`src/rtl/hazard_controller_pkg.sv`:
```
// Shared pipeline definitions: FPU sequencing states, counter width and the default
// multi-cycle FPU latency used by the hazard, forwarding and FPU blocks.
package hazard_controller_pkg;

    localparam int FPU_LAT_DEFAULT = 4;
    localparam int CNT_W           = 4;

    typedef enum logic [1:0] {
        ST_IDLE     = 2'd0,
        ST_FPU_RUN  = 2'd1,
        ST_FPU_DONE = 2'd2
    } fpu_state_e;

    // Launch cycle plus release cycle plus the zero-count RUN cycle account for three of the FPU_LAT cycles.
    function automatic logic [CNT_W-1:0] fpu_run_load(input int lat);
        logic [CNT_W-1:0] v;
        if (lat > 2) begin
            v = CNT_W'(lat - 3);
        end else begin
            v = {CNT_W{1'b0}};
        end
        return v;
    endfunction

endpackage

```
`src/rtl/hazard_fpu_timer.sv`:
```
// Down-counter that times the FPU_RUN phase: load, saturating decrement and zero flag.
module hazard_fpu_timer
    import hazard_controller_pkg::*;
(
    input  logic             clk,
    input  logic             reset,
    input  logic             i_load,
    input  logic [CNT_W-1:0] i_load_val,
    input  logic             i_dec,
    output logic             o_zero
);

    logic [CNT_W-1:0] r_count;

    // Counter register: load wins over decrement, decrement stops at zero.
    always_ff @(posedge clk) begin
        if (reset) begin
            r_count <= {CNT_W{1'b0}};
        end else if (i_load) begin
            r_count <= i_load_val;
        end else if (i_dec && (r_count != {CNT_W{1'b0}})) begin
            r_count <= r_count - CNT_W'(1);
        end else begin
            r_count <= r_count;
        end
    end

    assign o_zero = (r_count == {CNT_W{1'b0}});

endmodule

```
`src/rtl/hazard_controller.sv`:
```
// Pipeline hazard controller: load-use stall, taken-branch flush and multi-cycle FPU hold,
// with all outputs combinational from the current FSM state and inputs.
module hazard_controller
    import hazard_controller_pkg::*;
#(
    parameter int FPU_LAT = FPU_LAT_DEFAULT
) (
    input  logic       clk,
    input  logic       reset,
    input  logic [4:0] ID_Rs1,
    input  logic [4:0] ID_Rs2,
    input  logic [4:0] ID_frs3,
    input  logic       ID_useRs1,
    input  logic       ID_useRs2,
    input  logic       ID_useRs3,
    input  logic       ID_fpRs1,
    input  logic       ID_fpRs2,
    input  logic       EX_MemRead,
    input  logic       EX_RegWrite,
    input  logic       EX_f_RegWrite,
    input  logic [4:0] EX_Rd,
    input  logic       EX_fpu_multi,
    input  logic       branch_taken,
    output logic       PC_write,
    output logic       IF_ID_write,
    output logic       ID_EX_bubble,
    output logic       IF_ID_flush,
    output logic       EX_hold,
    output logic       fpu_start,
    output logic       fpu_busy
);

    localparam logic [CNT_W-1:0] C_RUN_LOAD = fpu_run_load(FPU_LAT);
    localparam bit               C_HAS_RUN  = (FPU_LAT > 2);

    fpu_state_e r_state;
    fpu_state_e w_next_state;

    logic w_tmr_load;
    logic w_tmr_dec;
    logic w_tmr_zero;
    logic w_fsm_start;
    logic w_fsm_hold;
    logic w_fsm_busy;

    logic w_int_wr_ok;
    logic w_rs1_hit;
    logic w_rs2_hit;
    logic w_rs3_hit;
    logic w_load_use;

    // x0 is hardwired so it never creates a dependency; f0 is an ordinary FP register.
    assign w_int_wr_ok = EX_RegWrite && (EX_Rd != 5'd0);
    assign w_rs1_hit   = ID_useRs1 && (EX_Rd == ID_Rs1)  && (ID_fpRs1 ? EX_f_RegWrite : w_int_wr_ok);
    assign w_rs2_hit   = ID_useRs2 && (EX_Rd == ID_Rs2)  && (ID_fpRs2 ? EX_f_RegWrite : w_int_wr_ok);
    assign w_rs3_hit   = ID_useRs3 && (EX_Rd == ID_frs3) && EX_f_RegWrite;
    assign w_load_use  = EX_MemRead && (w_rs1_hit || w_rs2_hit || w_rs3_hit);

    hazard_fpu_timer u_timer (
        .clk        (clk),
        .reset      (reset),
        .i_load     (w_tmr_load),
        .i_load_val (C_RUN_LOAD),
        .i_dec      (w_tmr_dec),
        .o_zero     (w_tmr_zero)
    );

    // FSM state register.
    always_ff @(posedge clk) begin
        if (reset) begin
            r_state <= ST_IDLE;
        end else begin
            r_state <= w_next_state;
        end
    end

    // FSM next-state logic and raw FPU sequencing controls.
    always_comb begin
        w_next_state = r_state;
        w_tmr_load   = 1'b0;
        w_tmr_dec    = 1'b0;
        w_fsm_start  = 1'b0;
        w_fsm_hold   = 1'b0;
        w_fsm_busy   = 1'b0;
        case (r_state)
            ST_IDLE: begin
                if (EX_fpu_multi) begin
                    w_fsm_start  = 1'b1;
                    w_fsm_hold   = 1'b1;
                    w_tmr_load   = 1'b1;
                    w_next_state = C_HAS_RUN ? ST_FPU_RUN : ST_FPU_DONE;
                end else begin
                    w_next_state = ST_IDLE;
                end
            end
            ST_FPU_RUN: begin
                w_fsm_hold = 1'b1;
                w_fsm_busy = 1'b1;
                w_tmr_dec  = 1'b1;
                if (w_tmr_zero) begin
                    w_next_state = ST_FPU_DONE;
                end else begin
                    w_next_state = ST_FPU_RUN;
                end
            end
            ST_FPU_DONE: begin
                // The finishing op is still in EX this cycle, so EX_fpu_multi is not a new request.
                w_next_state = ST_IDLE;
            end
            default: begin
                w_next_state = ST_IDLE;
            end
        endcase
    end

    // Output priority: reset, FPU hold, branch flush, load-use stall, normal flow.
    always_comb begin
        PC_write     = 1'b1;
        IF_ID_write  = 1'b1;
        ID_EX_bubble = 1'b0;
        IF_ID_flush  = 1'b0;
        EX_hold      = 1'b0;
        fpu_start    = 1'b0;
        fpu_busy     = 1'b0;
        if (reset) begin
            PC_write    = 1'b1;
            IF_ID_write = 1'b1;
        end else if (w_fsm_hold) begin
            PC_write    = 1'b0;
            IF_ID_write = 1'b0;
            EX_hold     = 1'b1;
            fpu_start   = w_fsm_start;
            fpu_busy    = w_fsm_busy;
        end else if (branch_taken) begin
            PC_write     = 1'b1;
            IF_ID_flush  = 1'b1;
            ID_EX_bubble = 1'b1;
        end else if (w_load_use) begin
            PC_write     = 1'b0;
            IF_ID_write  = 1'b0;
            ID_EX_bubble = 1'b1;
        end else begin
            PC_write    = 1'b1;
            IF_ID_write = 1'b1;
        end
    end

endmodule

```
`config.mk`:
```
export PLATFORM = sky130hd
export DESIGN_NAME = hazard_controller
export DESIGN_NICKNAME = d
export VERILOG_FILES = /design/src/rtl/hazard_controller_pkg.sv /design/src/rtl/hazard_fpu_timer.sv /design/src/rtl/hazard_controller.sv
export SDC_FILE = /design/constraint.sdc
export NUM_CORES = 1
export LEC_CHECK = 0
export ABC_AREA = 0
export CORE_MARGIN = 5
export CORE_UTILIZATION = 34
export CTS_CLUSTER_SIZE = 24
export DETAILED_ROUTE_END_ITERATION = 12
export GPL_TIMING_DRIVEN = 0
export PLACE_DENSITY = 0.85
export SYNTH_ARGS = -nofsm -noshare
export SYNTH_HDL_FRONTEND = slang
export SYNTH_SLANG_ARGS = --single-unit
```
`constraint.sdc`:
```
create_clock -name clk -period 1.7 [get_ports clk]
set_input_delay 0.17 -clock clk [delete_from_list [all_inputs] [get_ports clk]]
set_output_delay 0.17 -clock clk [all_outputs]
set_load 0.02 [all_outputs]
```
==> flow_metrics.py <==
metrics = {
    "place": {
        "io_buffers": 38,
        "dp.cells": 126,
        "placed_cell_area_sq_um": 955,
        "place_ws_ns": -1.01,
        "place_hpwl_mm": 1.41,
        "place.gp.congestion": 0.679,
    },
    "power_and_ir_drop": {
        "power_leakage_nw": 0.482,
        "seqPwrFrac": 0.270,
        "p_sw_frac": 0.355,
        "vdd_ir_drop_max_mv": 0.227,
        "power.density_nw_per_um2": 534,
        "p_comb_frac": 0.496,
        "intPower_uw": 389,
        "finalPower_uw": 604,
        "p_clk_frac": 0.235,
        "p_sw_uw": 215,
    },
    "synth": {
        "yosysWarnings": 0,
        "synth_cell_types": 27,
        "syn-mean-instance-area_sq_um": 7.70,
        "synth_seq_cells": 6,
        "syn_area_sq_um": 554,
        "yosysSeqAreaShare": 0.217,
        "syn_inst": 72,
        "synth_nets": 105,
    },
    "drt": {
        "antenna_left": 0,
        "vias": 712,
        "wl_per_cell_um": 16.5,
        "drtPass1Iterations": 4,
        "viasPerCell": 5.31,
        "drcViolationCount": 0,
        "drt_iter0_markers": 8,
        "wl_mm": 2.21,
    },
    "worst_setup_path": {
        "end_kind": "primary output",
        "path_class": "input port to primary output",
        "critPathRequiredTime_ns": 1.53,
        "startpoint_type": "input port",
        "path_max_fanout": 2,
        "cp.arrival_ns": 1.71,
        "rrSetupSlack_ns": 0.14,
    },
    "floorplanning": {
        "io_pins": 39,
        "die_area_sq_um": 2540,
        "core_area_sq_um": 1520,
        "die_height_um": 50.4,
        "initial_core_util": 0.364,
        "rows": 14,
        "die_w_um": 50.4,
    },
    "finish": {
        "design_area_sq_um": 1130,
        "area_delta_synth_final_pct": 104,
        "final_cell_mix": "12 x dlygate4sd2_1, 11 x clkdlybuf4s50_1, 9 x xnor2_1",
        "fill_cells": 110,
        "seqCellArea_sq_um": 120,
        "layout-drive-gt1-share": 0.254,
        "multiInputGateArea_sq_um": 513,
        "instances_no_fill": 134,
        "nNetsFinal": 153,
        "diodes": 0,
        "final_common_cell": "dlygate4sd2_1",
    },
    "status": {
        "violations": "negative setup slack",
        "run_status": "finished with violations",
    },
    "sta": {
        "period_minus_slack_ns": 1.88,
        "setup_viol": 3,
        "finalMaxSlewViolations": 0,
        "clock_skew_ns": 0.000632,
        "rsz0062_at_grt": "true",
        "setup_tns_ns": -0.512,
        "tightest_slew_ns": 0.362,
        "fmax_mhz": 531,
        "slew_headroom": 0.758,
        "setup_slack_ns": -0.185,
        "post-route-period-util": 1.11,
        "hold_viol": 0,
    },
    "clock_tree": {
        "h-tree-depth": 1,
        "clkSlewWorstSetupHoldPaths_ns": 0.05,
        "clockBufferDepth": 2,
        "cts-root-buf": "clkbuf_4",
        "clk_latency_ns": 0.25,
        "cts_hold_buf": 0,
        "clock_sinks": 6,
        "cts_buffers": 3,
        "cts_tree": "yes",
    },
    "min_path": {
        "hp-class": "register to register",
    },
    "run": {
        "max_cap_viol_count": 0,
    },
    "grt": {
        "grt_first_pass_wirelength_mm": 3.15,
        "grt_usage": 0.163,
        "antenna_found_initial": 0,
        "grt-ovfl-total": 0,
        "grt_start_max_net_pins": 6,
        "grt_pass1_vias": 737,
    },
}
[logic make-up after synthesis]
logic type,after synthesis,synth area share
buf+inv,7,0.0542
compound gates,15,0.199
simple gates,27,0.255
xor+xnor,16,0.253
flops,6,0.217
fa+ha+maj,1,0.0226
[synthesized netlist by cell type]
cell type | instances | area share
nand2_1 | 6 | 0.041
o21ai_0 | 4 | 0.036
a2111oi_1 | 1 | 0.018
a2111oi_0 | 1 | 0.016
ha_1 | 1 | 0.023
or4_1 | 1 | 0.014
nor2b_1 | 3 | 0.034
o21ai_2 | 1 | 0.016
a21o_1 | 2 | 0.027
nand2b_1 | 3 | 0.034
dfxtp_1 | 6 | 0.22
nand4b_1 | 1 | 0.016
nor4_1 | 1 | 0.011
nor3_1 | 1 | 0.0090
a41oi_2 | 1 | 0.029
inv_1 | 6 | 0.041
o2111ai_1 | 1 | 0.016
nor3b_1 | 1 | 0.014
nand3b_1 | 1 | 0.014
a21oi_1 | 3 | 0.027
a211oi_1 | 1 | 0.014
nor2_1 | 7 | 0.047
and2_1 | 1 | 0.011
xor2_1 | 6 | 0.095
buf_4 | 1 | 0.014
nand4_1 | 1 | 0.011
xnor2_1 | 10 | 0.16
[metal layers]
metal | share of wire | routed length, um | up-vias | track usage
li1 | - | - | 339 | -
met1 | 0.35 | 781 | 313 | 0.151
met2 | 0.49 | 1090 | 49 | 0.297
met3 | 0.11 | 238 | 11 | 0.0710
met4 | 0.045 | 99 | 0 | 0.0851
met5 | 0 | 0 | - | 0
[cell type report]
class / count / area share
multi-input combinational: 59 / 0.453
inverter: 6 / 0.0199
buffer: 1 / 0.00663
tap: 16 / 0.0177
clock buffer: 3 / 0.0199
timing repair buffer: 43 / 0.377
sequential: 6 / 0.106
[worst paths after layout]
path | end | from | cells after the start
worst min-delay path | u_timer.r_count[2] | u_timer.r_count[2] | 2
worst max register to register | u_timer.r_count[3] | u_timer.r_count[0] | 7
worst max-delay path | PC_write | EX_Rd[3] | 8
worst min register to register | u_timer.r_count[2] | u_timer.r_count[2] | 2
[per-stage QoR]
stage          utilization  hold slack (ns)
5_1_grt              0.743            0.533
2_1_floorplan            -            0.281
3_5_place_dp         0.626            0.494
4_1_cts              0.690            0.500
6_report             0.743            0.512
3_3_place_gp         0.626            0.469
[state kept, by name, summed over array words and instances (netlist names)]
name	cells
u_timer.r_count	4
r_state	2
[critical path, cell delays in order]
cell,delay [ns]
buf_8,0.09
or4_4,0.54
o21ai_4,0.19
a2111oi_4,0.09
a41oi_2,0.22
a21o_1,0.18
buf_4,0.12
buf_6,0.10
[power by group through the flow]
stage	sequential, mW	clock [mW]	combinational [mW]
CTS	0.163	0.137	0.270
finish	0.163	0.142	0.299
floorplan	0.163	0	0.126
detailed placement	0.165	0	0.257
global placement	0.164	0	0.250
global route	0.165	0.152	0.322
[timing repair]
| item | CTS | global route |
|---|---|---|
| endpoints found under the setup margin | 7 | 4 |
| buffers inserted | 4 | 1 |
| gates resized for setup | 69 | 18 |
| pin swaps | 16 | 13 |
No activity file was read; power rests on OpenSTA's default activity.
==> patch 1: new RTL, config.mk and constraints unchanged <==
Change the package constant `CNT_W` from 4 to 3.
--- a/src/rtl/hazard_controller_pkg.sv
+++ b/src/rtl/hazard_controller_pkg.sv
@@ -4,5 +4,5 @@
 
     localparam int FPU_LAT_DEFAULT = 4;
-    localparam int CNT_W           = 4;
+    localparam int CNT_W           = 3;
 
     typedef enum logic [1:0] {
Check against the original RTL: same outputs for any inputs over 10 cycles, from zero or initial values and one cycle with reset high; that may be too few to reach the edited logic, so the function may still have changed.
==> patch 1 against the unedited design <==
The flow still finishes with violations (setup timing). Non-clock buffer count decreased by 4. Sequential cell count decreased by 1. Worst setup slack got worse by 120 ps. First-iteration DRC count decreased by 63%. Synthesized cell count decreased by 9.7%. Total power decreased by 13%. Wire length decreased by 24%. Area after synthesis decreased by 5.6%. Register-to-register slack improved by 120 ps. Clock skew increased by 0.77 ps. Final area decreased by 10%. Critical endpoint unchanged. Utilization decreased by 6.1 points.
==> patch 1: results (changes against the unedited design) <==
* Run status: complete, but fails checks
* Violated checks: setup timing
* Worst-case headroom to the max-slew limit at 75.26% (-0.53 points)
* First-pass GRT wire length at 2753 µm (-13%)
* Fraction of final layout cells with drive strength greater than 1 at 24.07% (-1.3 points)
* Synth area leaders: sky130_fd_sc_hd__xnor2_1 (22%), sky130_fd_sc_hd__dfxtp_1 (19%), sky130_fd_sc_hd__ha_1 (4.8%)
* Register area share after synthesis at 19.14% (-2.5 points)
* Ranking of synthesized cells by instance count: sky130_fd_sc_hd__xnor2_1 (13), sky130_fd_sc_hd__inv_1 (6), sky130_fd_sc_hd__dfxtp_1 (5), sky130_fd_sc_hd__nor2_1 (5)
* Routed length on met2 at 868 µm (-20%)
* Worst-case register-to-register setup slack at 260 ps (+120 ps)
* Regs by FF count: u_timer.r_count x3, r_state x2
* Synthesized area divided by synthesized cell count at 8.046 µm² (+4.5%)
* Number of global-route vias before repair at 681 (-7.6%)
* Routed length on met1 at 565 µm (-28%)
* Hold Slack at 340.1 ps (-172.1 ps)
* Depth of the worst register-to-register path at 6 (-1)
* Finished Layout Cells at 124 (-7.5%)
* Final critical-path setup slack at -307.3 ps (-122.4 ps)
* Routed wire length on met3 at 231 µm (-2.9%)
* Critical path data arrival time at 1840 ps (+130 ps)
* Static leakage at 0.3855 nW (-20%)
* Final worst clock skew at 1.398 ps (+0.7663 ps)
* DR iter-0 viols at 3 (-5)
* Net count after synthesis at 99 (-5.7%)
* Pin count of the biggest net entering global routing at 8 (+2)
* Class of the tightest hold or removal check: input pin to flip-flop
* Final setup violating endpoints at 3 (unchanged)
* GR Util All Layers at 14.42% (-1.9 points)
* HP Start: reset
[patch 1: per-stage QoR]
step                util, %  setup TNS (ps)  cell area [µm²]
finish                68.24          -740.8             1016
global route          68.24          -990.7             1016
detailed placement    62.52           -4254            930.9
floorplan                 -          -170.4            530.5
CTS                   67.90          -929.9             1011
global placement      62.52           -3974            930.9
[patch 1: per-layer routing]
metal  vias up  global-route usage [%]
met1       277                   12.52
li1        318                       -
met4         0                   6.726
met3         2                   6.728
met2        38                   27.04
met5         -                       0
[patch 1: worst max-delay path by stage]
stage | from | end | slack [ps] | cells past startpoint
detailed placement | EX_Rd[1] | PC_write | -1270 | 8
global placement | EX_Rd[1] | PC_write | -1220 | 8
CTS | EX_Rd[3] | PC_write | -390 | 8
floorplan | EX_Rd[1] | PC_write | -170 | 6
finish | EX_Rd[3] | PC_write | -310 | 8
global route | EX_Rd[3] | PC_write | -360 | 8
[patch 1: critical path, stage by stage]
cell                        delay (ps)
sky130_fd_sc_hd__buf_8              90
sky130_fd_sc_hd__or4_4             530
sky130_fd_sc_hd__o21ai_4           210
sky130_fd_sc_hd__a2111oi_4         100
sky130_fd_sc_hd__or3_4             390
sky130_fd_sc_hd__a21oi_4           140
sky130_fd_sc_hd__buf_6             100
sky130_fd_sc_hd__buf_6             100
[patch 1: cell type report]
cell class / count / share of cell area [%]
Clock buffer: 4 / 2.586
Inverter: 6 / 2.217
Sequential cell: 5 / 10.34
Multi-Input combinational cell: 53 / 45.81
Timing Repair Buffer: 39 / 35.96
Tap cell: 16 / 1.970
Buffer: 1 / 1.108
[patch 1: cell families (layout without fill, tap and decap cells)]
group | after synthesis | in the layout | share of synthesized area [%]
AND/OR/NAND/NOR | 21 | 21 | 22.49
flip-flops | 5 | 5 | 19.14
AO/OA/AOI/OAI | 14 | 14 | 20.58
adder cells (fa/ha/maj) | 2 | 2 | 4.784
buffers and inverters | 7 | 50 | 5.742
XOR/XNOR | 15 | 15 | 25.12
multiplexers | 1 | 1 | 2.153
[patch 1: power by group]
group | switching, mW | internal [mW]
Clock | 0.0502 | 0.0888
Sequential | 0.00905 | 0.126
Combinational | 0.110 | 0.142
Total | 0.169 | 0.357
[patch 1: timing repair]
action                                  CTS  global route
pin swaps                                 9             6
buffers inserted                          1             0
endpoints found under the setup margin    7             5
gates resized for setup                  60             4
==> patch 2: new RTL, config.mk and constraints unchanged <==
Made on the original files. Register the output `fpu_start`, cleared by the reset; this adds one clock of latency there. The other outputs are not delayed to match.
--- a/src/rtl/hazard_controller.sv
+++ b/src/rtl/hazard_controller.sv
@@ -33,4 +33,6 @@
     localparam logic [CNT_W-1:0] C_RUN_LOAD = fpu_run_load(FPU_LAT);
     localparam bit               C_HAS_RUN  = (FPU_LAT > 2);
+
+    logic fpu_start_d;
 
     fpu_state_e r_state;
@@ -121,5 +123,5 @@
         IF_ID_flush  = 1'b0;
         EX_hold      = 1'b0;
-        fpu_start    = 1'b0;
+        fpu_start_d  = 1'b0;
         fpu_busy     = 1'b0;
         if (reset) begin
@@ -130,5 +132,5 @@
             IF_ID_write = 1'b0;
             EX_hold     = 1'b1;
-            fpu_start   = w_fsm_start;
+            fpu_start_d = w_fsm_start;
             fpu_busy    = w_fsm_busy;
         end else if (branch_taken) begin
@@ -146,4 +148,12 @@
     end
 
+    always_ff @(posedge clk) begin
+        if (reset) begin
+            fpu_start <= '0;
+        end else begin
+            fpu_start <= fpu_start_d;
+        end
+    end
+
 endmodule
 
Behaviour: not the same (a bounded check fails within 4 cycles, from zero or initial values and one cycle with reset high).
==> patch 2 against the unedited design <==
The flow still finishes with violations (setup timing). Critical path depth did not move. Area after synthesis increased by 5.6%. Total power up 4.2%. Clock skew is essentially flat. Die area grew 4.5%. Sequential share of layout area grew 2.0 points. Combinational power shrank 4%. Worst setup slack better by 46 ps. Synthesized cell count unchanged. Sequential cell count grew 1. Wire length is 8.7% lower. Clock power rose by 4%. Final area shrank 1.8%. Critical endpoint unchanged.
==> patch 2: results (changes against the unedited design) <==
* Pin count of the biggest net entering global routing at 7 (+1)
* Synth area leaders: sky130_fd_sc_hd__dfxtp_1 (24%), sky130_fd_sc_hd__xnor2_1 (15%), sky130_fd_sc_hd__xor2_1 (10%)
* # clock sinks at 7 (+1)
* Post-Place Cell Area at 987.2 µm² (+3.4%)
* Final critical-path setup slack at -138.7 ps (+46.14 ps)
* Number of filler instances in the final layout at 138 (+25%)
* Number of distinct library cell variants in the gate-level netlist after synthesis at 29 (+7.4%)
* Register area share after synthesis at 23.93% (+2.3 points)
* # clk buffers at 4 (+1)
* Portion of total power attributed to sequential cells at 30.8% (+3.8 points)
* Fraction of final layout cells with drive strength greater than 1 at 23.73% (-1.7 points)
* First-pass GRT wire length at 3042 µm (-3.5%)
* Vias per std cell at 4.963 (-6.6%)
* Final setup violating endpoints at 3 (unchanged)
* Total area of multi-input combinational cells at 494.2 µm² (-3.7%)
* Run status: complete, but fails checks
* Met1 Resource Use GR at 16.90% (+1.8 points)
* Transition time at the pin with the least slew margin at 337.9 ps (-24.55 ps)
* Layout area overhead at 89.96%
* Finished Layout Cells at 135 (+0.75%)
* Synthesized area divided by synthesized cell count at 8.133 µm² (+5.6%)
* Final wirelength at 2014 µm (-8.7%)
* Worst-case register-to-register setup slack at 210 ps (+70 ps)
* GRT met2 Usage at 27.54% (-2.2 points)
* Number of buffers outside the clock class in the layout at 43 (-2.3%)
* Violated checks: setup timing
==> patch 2: worst min-delay path by stage <==
stage / startpoint / to / slack, ps / cells past startpoint
5_1_grt: u_timer.r_count[1]$_SDFFE_PP0P_ / u_timer.r_count[1]$_SDFFE_PP0P_ / 550 / 2
2_1_floorplan: reset / fpu_start$_SDFF_PN0_ / 270 / 1
3_5_place_dp: r_state[0]$_SDFF_PP0_ / r_state[1]$_SDFF_PP0_ / 510 / 1
4_1_cts: r_state[0]$_SDFF_PP0_ / r_state[1]$_SDFF_PP0_ / 520 / 1
3_3_place_gp: u_timer.r_count[3]$_SDFFE_PP0P_ / u_timer.r_count[3]$_SDFFE_PP0P_ / 500 / 2
6_report: r_state[0]$_SDFF_PP0_ / r_state[1]$_SDFF_PP0_ / 520 / 1
==> patch 2: cells by family after synthesis <==
family | after synthesis | synth area share (%)
xor+xnor | 17 | 25.43
buf+inv | 7 | 5.128
flops | 7 | 23.93
simple gates | 26 | 23.51
fa+ha+maj | 1 | 2.136
compound gates | 14 | 19.87
==> patch 2: critical path, cell delays in order <==
cell                        delay, ps
sky130_fd_sc_hd__buf_8             90
sky130_fd_sc_hd__or4_4            540
sky130_fd_sc_hd__o21ai_4          190
sky130_fd_sc_hd__a2111oi_4        100
sky130_fd_sc_hd__a41oi_2          210
sky130_fd_sc_hd__o21a_1           150
sky130_fd_sc_hd__buf_4            110
sky130_fd_sc_hd__buf_6            110
==> patch 2: timing repair <==
| item | 4_1_cts | 5_1_grt |
|---|---|---|
| pin swaps | 15 | 12 |
| buffers inserted | 2 | 2 |
| gates resized for setup | 63 | 10 |
| setup endpoints to repair | 6 | 5 |
==> patch 2: per-layer routing <==
layer	up-vias	wire [µm]
li1	342	-
met1	295	831
met2	33	996
met3	0	186
met4	0	0
met5	-	0
